`config.mk`:
```
export PLATFORM = sky130hd
export DESIGN_NAME = bus_master_if_flat
export DESIGN_NICKNAME = d
export VERILOG_FILES = /design/src/rtl/bus_master_if_pkg.sv /design/src/rtl/bus_master_if_if.sv /design/src/rtl/bus_master_if.sv /design/src/flat_wrapper.sv
export SDC_FILE = /design/constraint.sdc
export NUM_CORES = 1
export LEC_CHECK = 0
export BUFFER_PORTS_ARGS = -buffer_cell sky130_fd_sc_hd__buf_2
export CAP_MARGIN = 20
export CORE_ASPECT_RATIO = 1.4
export CORE_MARGIN = 1
export CORE_UTILIZATION = 46
export CTS_BUF_LIST = sky130_fd_sc_hd__clkbuf_8
export CTS_CLUSTER_DIAMETER = 150
export DETAILED_ROUTE_END_ITERATION = 16
export PLACE_DENSITY = 0.74
export SETUP_SLACK_MARGIN = 0.5
export SLEW_MARGIN = 0
export SYNTH_ARGS = -nofsm -noshare
export SYNTH_HDL_FRONTEND = slang
export SYNTH_SLANG_ARGS = --single-unit
```
`constraint.sdc`:
```
create_clock -name clk -period 1.4 [get_ports clk]
set_clock_uncertainty 0.15 [all_clocks]
set_input_delay 0.14 -clock clk [delete_from_list [all_inputs] [get_ports clk]]
set_output_delay 0.14 -clock clk [all_outputs]
set_load 0.005 [all_outputs]
```
`src/rtl/bus_master_if_pkg.sv`:
```
// bus_master_if_pkg: shared bus encodings, active-low levels and default widths for bus_master_if.
package bus_master_if_pkg;
  localparam int ADDR_W_DEF = 30;
  localparam int DATA_W_DEF = 32;
  localparam logic READ = 1'b1;
  localparam logic WRITE = 1'b0;
  localparam logic ENABLE_ = 1'b0;
  localparam logic DISABLE_ = 1'b1;
  typedef enum logic [1:0] {IDLE = 2'h0, REQ = 2'h1, ACCESS = 2'h2} state_e;
endpackage

```
`src/rtl/bus_master_if_if.sv`:
```
// bus_master_if_if: client request/response and shared-bus signals of one bus initiator.
interface bus_master_if_if import bus_master_if_pkg::*; #(
  parameter int ADDR_W = ADDR_W_DEF,
  parameter int DATA_W = DATA_W_DEF
);
  logic req;
  logic rw;
  logic [ADDR_W-1:0] addr;
  logic [DATA_W-1:0] wr_data;
  logic busy;
  logic done;
  logic [DATA_W-1:0] rd_data;
  logic err;
  logic bus_req_;
  logic bus_grnt_;
  logic [ADDR_W-1:0] bus_addr;
  logic bus_as_;
  logic bus_rw;
  logic [DATA_W-1:0] bus_wr_data;
  logic [DATA_W-1:0] bus_rd_data;
  logic bus_rdy_;
  modport master (
    input req, rw, addr, wr_data, bus_grnt_, bus_rd_data, bus_rdy_,
    output busy, done, rd_data, err, bus_req_, bus_addr, bus_as_, bus_rw, bus_wr_data
  );
  modport slave (
    output req, rw, addr, wr_data, bus_grnt_, bus_rd_data, bus_rdy_,
    input busy, done, rd_data, err, bus_req_, bus_addr, bus_as_, bus_rw, bus_wr_data
  );
endinterface

```
`src/rtl/bus_master_if.sv`:
```
// bus_master_if: single-word bus initiator (request, grant, strobe, wait for ready); all outputs registered.
// Optional access timeout abort enabled by defining BUS_TIMEOUT_EN.
module bus_master_if import bus_master_if_pkg::*; #(
  parameter int ADDR_W = ADDR_W_DEF,
  parameter int DATA_W = DATA_W_DEF,
  parameter int TIMEOUT_CYC = 255
) (
  input logic clk,
  input logic reset,
  bus_master_if_if.master b
);
  state_e state_q, state_d;
  logic busy_q, busy_d, done_q, done_d, err_q, err_d;
  logic [DATA_W-1:0] rd_data_q, rd_data_d;
  logic bus_req_q, bus_req_d, bus_as_q, bus_as_d, bus_rw_q, bus_rw_d;
  logic [ADDR_W-1:0] bus_addr_q, bus_addr_d, lat_addr_q, lat_addr_d;
  logic [DATA_W-1:0] bus_wr_data_q, bus_wr_data_d, lat_wd_q, lat_wd_d;
  logic lat_rw_q, lat_rw_d;
  logic fin;
`ifdef BUS_TIMEOUT_EN
  localparam logic [7:0] TO_LIM = 8'(TIMEOUT_CYC - 1);
  logic [7:0] cnt_q, cnt_d;
`else
  logic unused_timeout;
  assign unused_timeout = ^TIMEOUT_CYC;
`endif
  always_comb begin
    state_d = state_q;
    busy_d = busy_q;
    done_d = 1'b0;
    err_d = 1'b0;
    rd_data_d = rd_data_q;
    bus_req_d = bus_req_q;
    bus_as_d = bus_as_q;
    bus_rw_d = bus_rw_q;
    bus_addr_d = bus_addr_q;
    bus_wr_data_d = bus_wr_data_q;
    lat_rw_d = lat_rw_q;
    lat_addr_d = lat_addr_q;
    lat_wd_d = lat_wd_q;
    fin = 1'b0;
`ifdef BUS_TIMEOUT_EN
    cnt_d = cnt_q;
`endif
    case (state_q)
      IDLE: if (b.req) begin
        lat_rw_d = b.rw;
        lat_addr_d = b.addr;
        lat_wd_d = b.wr_data;
        busy_d = 1'b1;
        bus_req_d = ENABLE_;
        state_d = REQ;
      end
      REQ: if (b.bus_grnt_ == ENABLE_) begin
        bus_as_d = ENABLE_;
        bus_rw_d = lat_rw_q;
        bus_addr_d = lat_addr_q;
        bus_wr_data_d = lat_wd_q;
        state_d = ACCESS;
`ifdef BUS_TIMEOUT_EN
        cnt_d = 8'd0;
`endif
      end
      ACCESS: begin
        if (b.bus_rdy_ == ENABLE_) begin
          rd_data_d = (bus_rw_q == READ) ? b.bus_rd_data : rd_data_q;
          fin = 1'b1;
        end
`ifdef BUS_TIMEOUT_EN
        else if (cnt_q == TO_LIM) begin
          err_d = 1'b1;
          fin = 1'b1;
        end else cnt_d = cnt_q + 8'd1;
`endif
      end
      default: state_d = IDLE;
    endcase
    if (fin) begin
      done_d = 1'b1;
      busy_d = 1'b0;
      bus_req_d = DISABLE_;
      bus_as_d = DISABLE_;
      bus_rw_d = READ;
      bus_addr_d = '0;
      bus_wr_data_d = '0;
      state_d = IDLE;
    end
  end
  always_ff @(posedge clk) begin
    if (reset) begin
      state_q <= IDLE;
      busy_q <= 1'b0;
      done_q <= 1'b0;
      err_q <= 1'b0;
      rd_data_q <= '0;
      bus_req_q <= DISABLE_;
      bus_as_q <= DISABLE_;
      bus_rw_q <= READ;
      bus_addr_q <= '0;
      bus_wr_data_q <= '0;
      lat_rw_q <= READ;
      lat_addr_q <= '0;
      lat_wd_q <= '0;
    end else begin
      state_q <= state_d;
      busy_q <= busy_d;
      done_q <= done_d;
      err_q <= err_d;
      rd_data_q <= rd_data_d;
      bus_req_q <= bus_req_d;
      bus_as_q <= bus_as_d;
      bus_rw_q <= bus_rw_d;
      bus_addr_q <= bus_addr_d;
      bus_wr_data_q <= bus_wr_data_d;
      lat_rw_q <= lat_rw_d;
      lat_addr_q <= lat_addr_d;
      lat_wd_q <= lat_wd_d;
    end
  end
`ifdef BUS_TIMEOUT_EN
  always_ff @(posedge clk) cnt_q <= reset ? 8'd0 : cnt_d;
`endif
  assign b.busy = busy_q;
  assign b.done = done_q;
  assign b.rd_data = rd_data_q;
  assign b.err = err_q;
  assign b.bus_req_ = bus_req_q;
  assign b.bus_as_ = bus_as_q;
  assign b.bus_rw = bus_rw_q;
  assign b.bus_addr = bus_addr_q;
  assign b.bus_wr_data = bus_wr_data_q;
endmodule

```
`src/flat_wrapper.sv`:
```
// flat-port wrapper written by rule: the top's interface ports become plain ports
module bus_master_if_flat import bus_master_if_pkg::*;
#(
  parameter int ADDR_W = ADDR_W_DEF,
  parameter int DATA_W = DATA_W_DEF,
  parameter int TIMEOUT_CYC = 255
)
  (clk, reset, b_req, b_rw, b_addr, b_wr_data, b_bus_grnt_, b_bus_rd_data, b_bus_rdy_, b_busy, b_done, b_rd_data, b_err, b_bus_req_, b_bus_addr, b_bus_as_, b_bus_rw, b_bus_wr_data);
  bus_master_if_if #(.ADDR_W(ADDR_W), .DATA_W(DATA_W)) b_i ();
  input logic clk;
  input logic reset;
  input wire logic [$bits(b_i.req)-1:0] b_req;
  input wire logic [$bits(b_i.rw)-1:0] b_rw;
  input wire logic [$bits(b_i.addr)-1:0] b_addr;
  input wire logic [$bits(b_i.wr_data)-1:0] b_wr_data;
  input wire logic [$bits(b_i.bus_grnt_)-1:0] b_bus_grnt_;
  input wire logic [$bits(b_i.bus_rd_data)-1:0] b_bus_rd_data;
  input wire logic [$bits(b_i.bus_rdy_)-1:0] b_bus_rdy_;
  output wire logic [$bits(b_i.busy)-1:0] b_busy;
  output wire logic [$bits(b_i.done)-1:0] b_done;
  output wire logic [$bits(b_i.rd_data)-1:0] b_rd_data;
  output wire logic [$bits(b_i.err)-1:0] b_err;
  output wire logic [$bits(b_i.bus_req_)-1:0] b_bus_req_;
  output wire logic [$bits(b_i.bus_addr)-1:0] b_bus_addr;
  output wire logic [$bits(b_i.bus_as_)-1:0] b_bus_as_;
  output wire logic [$bits(b_i.bus_rw)-1:0] b_bus_rw;
  output wire logic [$bits(b_i.bus_wr_data)-1:0] b_bus_wr_data;
  assign b_i.req = b_req;
  assign b_i.rw = b_rw;
  assign b_i.addr = b_addr;
  assign b_i.wr_data = b_wr_data;
  assign b_i.bus_grnt_ = b_bus_grnt_;
  assign b_i.bus_rd_data = b_bus_rd_data;
  assign b_i.bus_rdy_ = b_bus_rdy_;
  assign b_busy = b_i.busy;
  assign b_done = b_i.done;
  assign b_rd_data = b_i.rd_data;
  assign b_err = b_i.err;
  assign b_bus_req_ = b_i.bus_req_;
  assign b_bus_addr = b_i.bus_addr;
  assign b_bus_as_ = b_i.bus_as_;
  assign b_bus_rw = b_i.bus_rw;
  assign b_bus_wr_data = b_i.bus_wr_data;
  bus_master_if #(.ADDR_W(ADDR_W), .DATA_W(DATA_W), .TIMEOUT_CYC(TIMEOUT_CYC)) u_core (.clk(clk), .reset(reset), .b(b_i));
endmodule
```
Word level (Yosys, flattened, before mapping)

Index checks and enable logic that the tools add are counted.

Register bits: 164
Bits of input ports: 100
Output and inout port bits: 100
Word-level logic and storage cells: 31

Equal/unequal tests: 4
Muxes and demuxes: 6
Bitwise gates (word level): 3
Reduce and logical (&&, ||, !) cells: 6

Operators by type and width:

| cell                                                            | number |
|---|---|
| 2-bit one-hot mux with 3 select lines                           | 1 |
| 3-bit AND reduction                                             | 2 |
| 2-bit two-way mux                                               | 2 |
| 2-bit != test, second input constant                            | 2 |
| 2-bit AND reduction                                             | 2 |
| 1-bit two-way mux                                               | 3 |
| 1-bit inverter                                                  | 3 |
| 2-bit by 1-bit == test with 1-bit output, second input constant | 1 |
| 2-bit == test, second input constant                            | 1 |
| 2-bit zero test                                                 | 1 |
| 2-bit OR reduction                                              | 1 |

Longest topological paths before layout

Gate-level depths: netlist of run 1.

Depth in word-level cells: 3
Gate-level depth with buffers: 5
Mapped depth without buffers: 3

Worst setup path after synthesis of run 1

OpenSTA, ideal clock, no wires.

Path kind: register to register
Start point: register u_core.state_q[0]
End point: register u_core.bus_addr_q[13], in the netlist u_core.b.bus_addr[13]
Setup time: 132 ps
Arrival time: 1184 ps
Required time: 1118 ps
Slack: -66 ps
Cell stages (with the launch flop): 6
Path buffers: 2
Period minus slack after synthesis: 1466 ps
Cells stage by stage: dfxtp_1 or3b_1 buf_6 buf_2 nand2_1 a21oi_1

Longest elaborated chain between the ends: 3
Elaborated cells on any way between the ends: 5
Those cells by class: 2 x eq/ne; 1 x mux; 2 x reduce/logical

Ends and longest elaborated chain:

| what                         | RTL line             | RTL |
|---|---|---|
| start, declared              | bus_master_if.sv:12  | `state_e state_q, state_d;` |
| start signal, assigned       | bus_master_if.sv:105 | `state_q <= state_d;` |
| 2-bit == test                | bus_master_if.sv:45  | `case (state_q)` |
| 1-bit two-way mux            | bus_master_if.sv:45  |  |
| 2-bit OR reduction (no line) | n/a                  |  |
| end signal, assigned         | bus_master_if.sv:113 | `bus_addr_q <= bus_addr_d;` |
| end, declared                | bus_master_if.sv:16  | `logic [ADDR_W-1:0] bus_addr_q, bus_addr_d, lat_addr_q, lat_addr_d;` |

Several ways; a longest one is shown, not always the timed one.
A chain may end at the register's enable or synchronous reset.

Worst setup path after layout of run 1

Start point: register u_core.state_q[1]
End point: register u_core.rd_data_q[0], in the netlist u_core.b.rd_data[0]

Longest elaborated chain between the ends: 2

Ends and longest elaborated chain:

| what                          | RTL line             | RTL |
|---|---|---|
| 2-bit == test                 | bus_master_if.sv:45  |  |
| 3-bit AND reduction (no line) | n/a                  |  |
| end signal, assigned          | bus_master_if.sv:109 | `rd_data_q <= rd_data_d;` |
| end, declared                 | bus_master_if.sv:14  | `logic [DATA_W-1:0] rd_data_q, rd_data_d;` |

No other way between the ends.

==> summary.md, run 1 <==
| Metric | Value |
|---|---|
| Status | `complete, but fails checks` |
| Failing checks | `setup timing` |
| Total GRT Usage | `0.292` |
| Least-Margin Pin Slew | `0.522 ns` |
| Critical path, cell by cell | `buf_4 -> and4bb_4 -> buf_12 -> buf_12 -> nand2_1 -> a21oi_1` |
| Worst setup path category | `register to register` |
| Clk slew on worst S/H paths | `0.10 ns` |
| Gr ovfl total | `0` |
| Crit path largest cell delay | `0.38 ns` |
| ANT nets after route | `0` |
| Busiest layer in global routing | `met2` |
| DIE AREA | `0.0128 mm2` |
| Final nets | `1116` |
| Max VDD drop | `0.985 mV` |
| DRT iter0 DRCs | `356` |
| Max-cap violations | `0` |
| H-tree lvl count | `4` |
| Detailed Place HPWL | `9350 um` |
| Skew-Pair Late Insertion Delay | `0.44 ns` |
| First-pass GRT wire length | `28700 um` |
| CP startpoint kind | `register` |
| Ports | `200` |
| Tmin final | `1.59 ns` |
| Pwr dens | `1090 mW/mm2` |
| Port-buffer cells | `198` |
| DRC viols | `0` |
| Global placement routability congestion | `0.794` |
| Routed vias | `6215` |
| Vias/cell | `5.28` |
| Grt met1 use | `0.318` |
| GRT met2 Usage | `0.519` |
| Die W | `95.7 um` |
| Avg WL per Cell | `17.8 um` |
| CTS Buffer Depth | `2` |
| Rows | `47` |
| Setup Viol. Count Final | `162` |
| Final core occ | `0.810` |
| Worst path bufs/invs | `3` |
| Required time of the critical path | `1.61 ns` |
| Register bit total from synthesis | `164` |
| TritonCTS clock tree | `yes` |
| Max-slew violation count | `0` |
| Net Count, Synth | `810` |
| Worst rel slew slack | `0.652` |
| Filler Cell Count | `697` |
| CTS root buf | `clkbuf_8` |
| RSZ-0062 raised after global routing | `yes` |
| Placement Setup Slack | `-0.133 ns` |
| Crit end category | `register` |
| Final WL | `21000 um` |
| Gate Count Post-Synth | `710` |
| Critical Path Fanout Max | `8` |
| TNS Setup | `-14.28 ns` |
| Final hold vios | `0` |
| Crit-path slowest cell | `dfxtp_4` |
| CP arrival | `1.81 ns` |
| Initial Utilization | `0.476` |
| Largest net degree at the start of global routing | `98` |
| Vias in the first global route | `6023` |
| Family with the most delay on the worst path | `simple AND/OR/NAND/NOR gates` |
| Synth Warn # | `0` |
| DR pass1 iterations | `5` |
| Layout cells sized above 1 | `0.464` |
| Static leakage | `3.99 nW` |
| Sequential area share after synthesis | `0.580` |
| Cell variety after synth | `19` |
| Fmax | `627 MHz` |
| Final worst slack | `-0.195 ns` |
| Area grow syn2layout | `70.0%` |
| Placed insts | `1022` |
| Core Footprint | `0.0119 mm2` |
| Initial antenna violation count | `2` |
| Synthesized area | `0.00566 mm2` |
| Num CTS Buffers | `17` |
| Period utilization | `1.14` |
| Post-Syn Area per Cell | `7.97 um2` |
| Met3 Usage GRT | `0.0753` |
| Non-Filler Instances | `1176` |
| Most frequent CP cell | `buf_12` |
| Min-delay worst type | `input port to register` |
| Die height | `133 um` |
| Clock Sinks | `164` |
per-layer routing:
layer  part of all wire  up-vias  routed length [um]
met5                  0        -                   0
met4              0.046        0                 963
met3              0.067       80                1410
met2               0.53      324               11100
met1               0.36     2917                7510
li1                   -     2894                   -
worst reg2reg max path, delay by kind of cell, from the launching register on:
family	cells	cell delay [ns]
buffers and inverters	3	0.36
AO/OA/AOI/OAI	1	0.23
AND/OR/NAND/NOR	2	0.40
flip-flops	1	0.38
synth_stat cells, drive strengths merged:
cell type | count | area [um2]
nand2 | 316 | 1190
dfxtp | 164 | 3280
a21oi | 157 | 786
buf | 39 | 210
clkbuf | 16 | 60.1
a21o | 2 | 15.0
nand3b | 2 | 15.0
nor2 | 2 | 7.51
nor3 | 2 | 10.0
nor3b | 2 | 15.0
or3b | 2 | 17.5
and4bb | 1 | 12.5
conb | 1 | 3.75
mux2i | 1 | 10.0
nand2b | 1 | 6.26
nand4bb | 1 | 11.3
o21bai | 1 | 7.51
path summary, 6_finish.rpt:
kind,to,start,slack [ns],cells past startpoint
min,u_core.lat_wd_q[24]$_SDFFE_PP0P_,reset,0.03,3
max reg2reg,u_core.b.rd_data[0]$_SDFFE_PP0P_,u_core.state_q[1]$_SDFFE_PP0P_,-0.19,6
max,u_core.b.rd_data[0]$_SDFFE_PP0P_,u_core.state_q[1]$_SDFFE_PP0P_,-0.19,6
min reg2reg,u_core.b.bus_addr[9]$_SDFFE_PP0P_,u_core.lat_addr_q[9]$_SDFFE_PP0P_,0.29,2
final cells by class:
cell class / count / area [um2] / area share
Antenna cell: 2 / 5.00 / 0.000520
Sequential cell: 164 / 3410 / 0.355
Multi-Input combinational cell: 491 / 2550 / 0.266
Clock buffer: 17 / 234 / 0.0243
Clock inverter: 13 / 233 / 0.0242
Timing Repair Buffer: 342 / 3000 / 0.311
Tap cell: 147 / 184 / 0.0191
placed cells by master, fill, tap and decap left out, drive strengths merged:
| cell | Yosys | layout |
|---|---|---|
| clkinvlp | 0 | 1 |
| a21o | 2 | 2 |
| diode | 0 | 2 |
| nor3 | 2 | 2 |
| clkbuf | 16 | 24 |
| clkinv | 0 | 5 |
| nor3b | 2 | 2 |
| nor2 | 2 | 2 |
| bufinv | 0 | 6 |
| nand4bb | 1 | 1 |
| mux2i | 1 | 1 |
| nand3b | 2 | 2 |
| dlygate4sd3 | 0 | 98 |
| a21oi | 157 | 157 |
| conb | 1 | 1 |
| or3b | 2 | 2 |
| dfxtp | 164 | 164 |
| nand2 | 316 | 316 |
| inv | 0 | 1 |
| and4bb | 1 | 1 |
| nand2b | 1 | 1 |
| buf | 39 | 237 |
| o21bai | 1 | 1 |
state kept, by name, summed over array words and instances, names as in the netlist, 2 cells and up:
name                  cells
u_core.lat_wd_q          32
u_core.lat_addr_q        30
u_core.b.bus_wr_data     32
u_core.b.bus_addr        30
u_core.state_q            2
u_core.b.rd_data         32
timing repair:
item,CTS,global route
hold endpoints to repair,97,0
setup buffers,7,1
resized for setup,175,112
setup endpoints to repair,263,263
gates cloned,6,10
hold buffers,98,0
pin swaps,23,32
cells by family after synthesis:
kind of cell,share of synthesized area
DFF,0.580
muxes,0.00177
other,0.000663
buffers and inverters,0.0478
AOI/OAI and AO/OA,0.143
and+or+nand+nor,0.226
metrics by stage:
step | area (um2) | hold slack (ns) | power, W
after floorplan | 5770 | 0.0693 | 0.00552
after global placement | 6880 | 0.204 | 0.00586
after detailed placement | 6880 | 0.209 | 0.00587
after CTS | 9020 | 0.0824 | 0.0103
after global routing | 9620 | 0.0881 | 0.0108
final | 9620 | 0.0284 | 0.0105
power by group:
part / switching [W] / internal (W) / total (W)
Sequential: 0.000124 / 0.00484 / 0.00497
Combinational: 0.000695 / 0.000777 / 0.00147
Clock: 0.00179 / 0.00229 / 0.00409
Total: 0.00261 / 0.00791 / 0.0105
Note: power is estimated with default switching activity, not from simulation.
==> inputs of run 2 (changes only) <==
--- a/config.mk
+++ b/config.mk
@@ -9,13 +9,12 @@
 export CAP_MARGIN = 20
 export CORE_ASPECT_RATIO = 1.4
 export CORE_MARGIN = 1
-export CORE_UTILIZATION = 46
+export CORE_UTILIZATION = 50
 export CTS_BUF_LIST = sky130_fd_sc_hd__clkbuf_8
 export CTS_CLUSTER_DIAMETER = 150
 export DETAILED_ROUTE_END_ITERATION = 16
-export PLACE_DENSITY = 0.74
+export PLACE_DENSITY = 0.76
 export SETUP_SLACK_MARGIN = 0.5
-export SLEW_MARGIN = 0
 export SYNTH_ARGS = -nofsm -noshare
 export SYNTH_HDL_FRONTEND = slang
 export SYNTH_SLANG_ARGS = --single-unit
==> constraint.sdc (replaced) <==
create_clock -name clk -period 1.7 [get_ports clk]
set_clock_uncertainty 0.15 [all_clocks]
set_input_delay 0.17 -clock clk [delete_from_list [all_inputs] [get_ports clk]]
set_output_delay 0.17 -clock clk [all_outputs]
set_load 0.005 [all_outputs]
==> run 2 against run 1 <==
The run now ends clean. Die area is 7.9% lower. Sequential share of layout area is 2.4 points higher. Largest cell class unchanged. Worst setup slack better by 0.41 ns. Count of clock-buffer cells in the layout is 1 higher. Design area is 6.2% lower. Core utilization is 1.6 points higher. Maximum frequency is 7.2% higher. Flip-flop and latch count stayed put.
==> summary.md, run 2 (synthesis gave the netlist of run 1 again) <==
| Metric | Value |
|---|---|
| Setup Viol. Count Final | `0 (-100%)` |
| Flop-to-flop setup slack | `0.21 ns (+0.41 ns)` |
| Clock Sinks | `164 (unchanged)` |
| Design Area, Final | `0.00902 mm2 (-6.2%)` |
| DRT iter0 DRCs | `486 (+37%)` |
| Layout cells sized above 1 | `0.371 (-0.0930)` |
| Crit-path slowest cell | `dfxtp_4` |
| Core Footprint | `0.0109 mm2 (-8.0%)` |
| CP startpoint kind | `register` |
| First-pass GRT wire length | `28900 um (+0.79%)` |
| FF+latch area | `0.00342 mm2 (+0.15%)` |
| Die height | `128 um (-4.0%)` |
| TritonCTS clock tree | `yes` |
| Crit path largest cell delay | `0.46 ns (+0.08 ns)` |
| Placement Setup Slack | `0.0257 ns (+0.158 ns)` |
| Max-cap violations | `0 (unchanged)` |
| Fmax | `672 MHz (+7.2%)` |
| Vias/cell | `5.42 (+2.7%)` |
| Multi-input gate area | `0.00220 mm2 (-14%)` |
| CP arrival | `1.69 ns (-0.12 ns)` |
| Diodes inserted | `0 (-2)` |
| DR pass1 iterations | `5 (unchanged)` |
| RSZ-0062 raised after global routing | `yes` |
| TNS Setup | `0 ns (+14.28 ns)` |
| Area grow syn2layout | `59.4%` |
| Post-DP Area | `0.00676 mm2 (-1.7%)` |
| Reg2reg start | `u_core.state_q[1]$_SDFFE_PP0P_` |
| DRC viols | `0 (unchanged)` |
| Crit end category | `register` |
| Worst Setup EP | `u_core.b.rd_data[20]$_SDFFE_PP0P_` |
| Ports | `200 (unchanged)` |
| Skew-Pair Late Insertion Delay | `0.43 ns (about the same)` |
| Min-delay worst type | `input port to register` |
| Rows | `45 (-4.3%)` |
| Final nets | `1118 (+0.18%)` |
| Critical Path Fanout Max | `32 (+24)` |
| Detailed Place HPWL | `9580 um (+2.5%)` |
| Vias in the first global route | `6211 (+3.1%)` |
| Final worst slack | `0.212 ns (+0.407 ns)` |
| Port-buffer cells | `198 (unchanged)` |
| Largest net degree at the start of global routing | `67 (-32%)` |
| Critical Path Start | `u_core.state_q[1]$_SDFFE_PP0P_` |
| H-tree lvl count | `4 (unchanged)` |
| Die W | `91.9 um (-4.0%)` |
| Commonest non-fill, non-tap cell in the layout | `nand2_1` |
| Initial Utilization | `0.518 (+0.0417)` |
| Pwr dens | `882 mW/mm2 (-19%)` |
| Status | `finished clean` |
| Most frequent cells in the layout | `nand2_1, a21oi_1, buf_2` |
| Max VDD drop | `0.574 mV (-42%)` |
| Worst setup path category | `register to register` |
| Global placement routability congestion | `0.799 (+0.60%)` |
| Filler Cell Count | `598 (-14%)` |
| WHS | `0.0256 ns (-0.00282 ns)` |
| Final WL | `21100 um (+0.44%)` |
| DIE AREA | `0.0117 mm2 (-7.9%)` |
| Critical path, cell by cell | `and4bb_2 -> buf_12 -> nand2_1 -> a21oi_1` |
| Tmin final | `1.49 ns (-0.107 ns)` |
| Final hold vios | `0 (unchanged)` |
| CTS Buffer Depth | `2 (unchanged)` |
| Period utilization | `0.875 (-0.264)` |
| Gr ovfl total | `0 (unchanged)` |
| Total GRT Usage | `0.317 (+0.0254)` |
| Required time of the critical path | `1.90 ns (+0.29 ns)` |
| ANT nets after route | `0 (unchanged)` |
| Initial antenna violation count | `0 (-2)` |
| Clk slew on worst S/H paths | `0.08 ns (-0.02 ns)` |
| Avg WL per Cell | `18.0 um (+0.79%)` |
| Routed vias | `6358 (+2.3%)` |
| Static leakage | `3.79 nW (-4.8%)` |
| Design Power | `0.00795 W (-24%)` |
| Crit Reg-Reg Endpoint | `u_core.b.rd_data[20]$_SDFFE_PP0P_` |
| R2R depth | `4 (-2)` |
| Num CTS Buffers | `17 (unchanged)` |
| CTS root buf | `clkbuf_8` |
| Max-slew violation count | `0 (unchanged)` |
-- run 2: critical path: cells and delay by family, from the launching register on --
kind            cells  cell delay, ns
flops               1            0.46
buf+inv             1            0.19
compound gates      1            0.20
simple gates        2            0.40
-- run 2: how the worst min path moves through the flow --
stage | startpoint | end | slack [ns] | depth (start not counted)
global route | b_bus_grnt_ | u_core.state_q[0]$_SDFFE_PP0P_ | 0.04 | 3
floorplan | b_bus_rdy_ | u_core.b.done$_SDFF_PP0_ | 0.1 | 1
finish | b_bus_grnt_ | u_core.state_q[0]$_SDFFE_PP0P_ | 0.03 | 3
detailed placement | b_rw | u_core.lat_rw_q$_SDFFE_PP1P_ | 0.24 | 3
CTS | b_bus_grnt_ | u_core.state_q[0]$_SDFFE_PP0P_ | 0.02 | 3
global placement | b_rw | u_core.lat_rw_q$_SDFFE_PP1P_ | 0.24 | 3
-- run 2: area by class of cell --
cell class	count	share of cell area
Sequential cell	164	0.379
Timing Repair Buffer	340	0.314
Multi-Input combinational cell	495	0.244
Clock buffer	18	0.0275
Tap cell	141	0.0196
Clock inverter	14	0.0164
-- run 2: metal layers --
metal | track usage | up-vias | wire length, um
li1 | - | 2898 | -
met1 | 0.311 | 2927 | 7360
met2 | 0.594 | 426 | 10900
met3 | 0.0741 | 107 | 1750
met4 | 0.199 | 0 | 1070
met5 | 0 | - | 0
-- run 2: stage by stage --
step / instances / utilization
floorplan: 710 / -
global placement: 1008 / 0.619
detailed placement: 1008 / 0.619
CTS: 1155 / 0.791
global route: 1172 / 0.825
finish: 1172 / 0.825
-- run 2: what timing repair did --
action / CTS / global route
resized for setup: 135 / 42
pin swaps: 0 / 1
hold buffers: 97 / 0
cloned: 7 / 1
endpoints found under the hold margin: 97 / 0
setup buffers: 11 / 16
endpoints found under the setup margin: 260 / 261
-- run 2: power by group --
| part | switching [W] | internal, W |
|---|---|---|
| clock | 0.00136 | 0.00146 |
| combinational | 0.000509 | 0.000535 |
| sequential | 0.0000940 | 0.00399 |
| total | 0.00197 | 0.00598 |
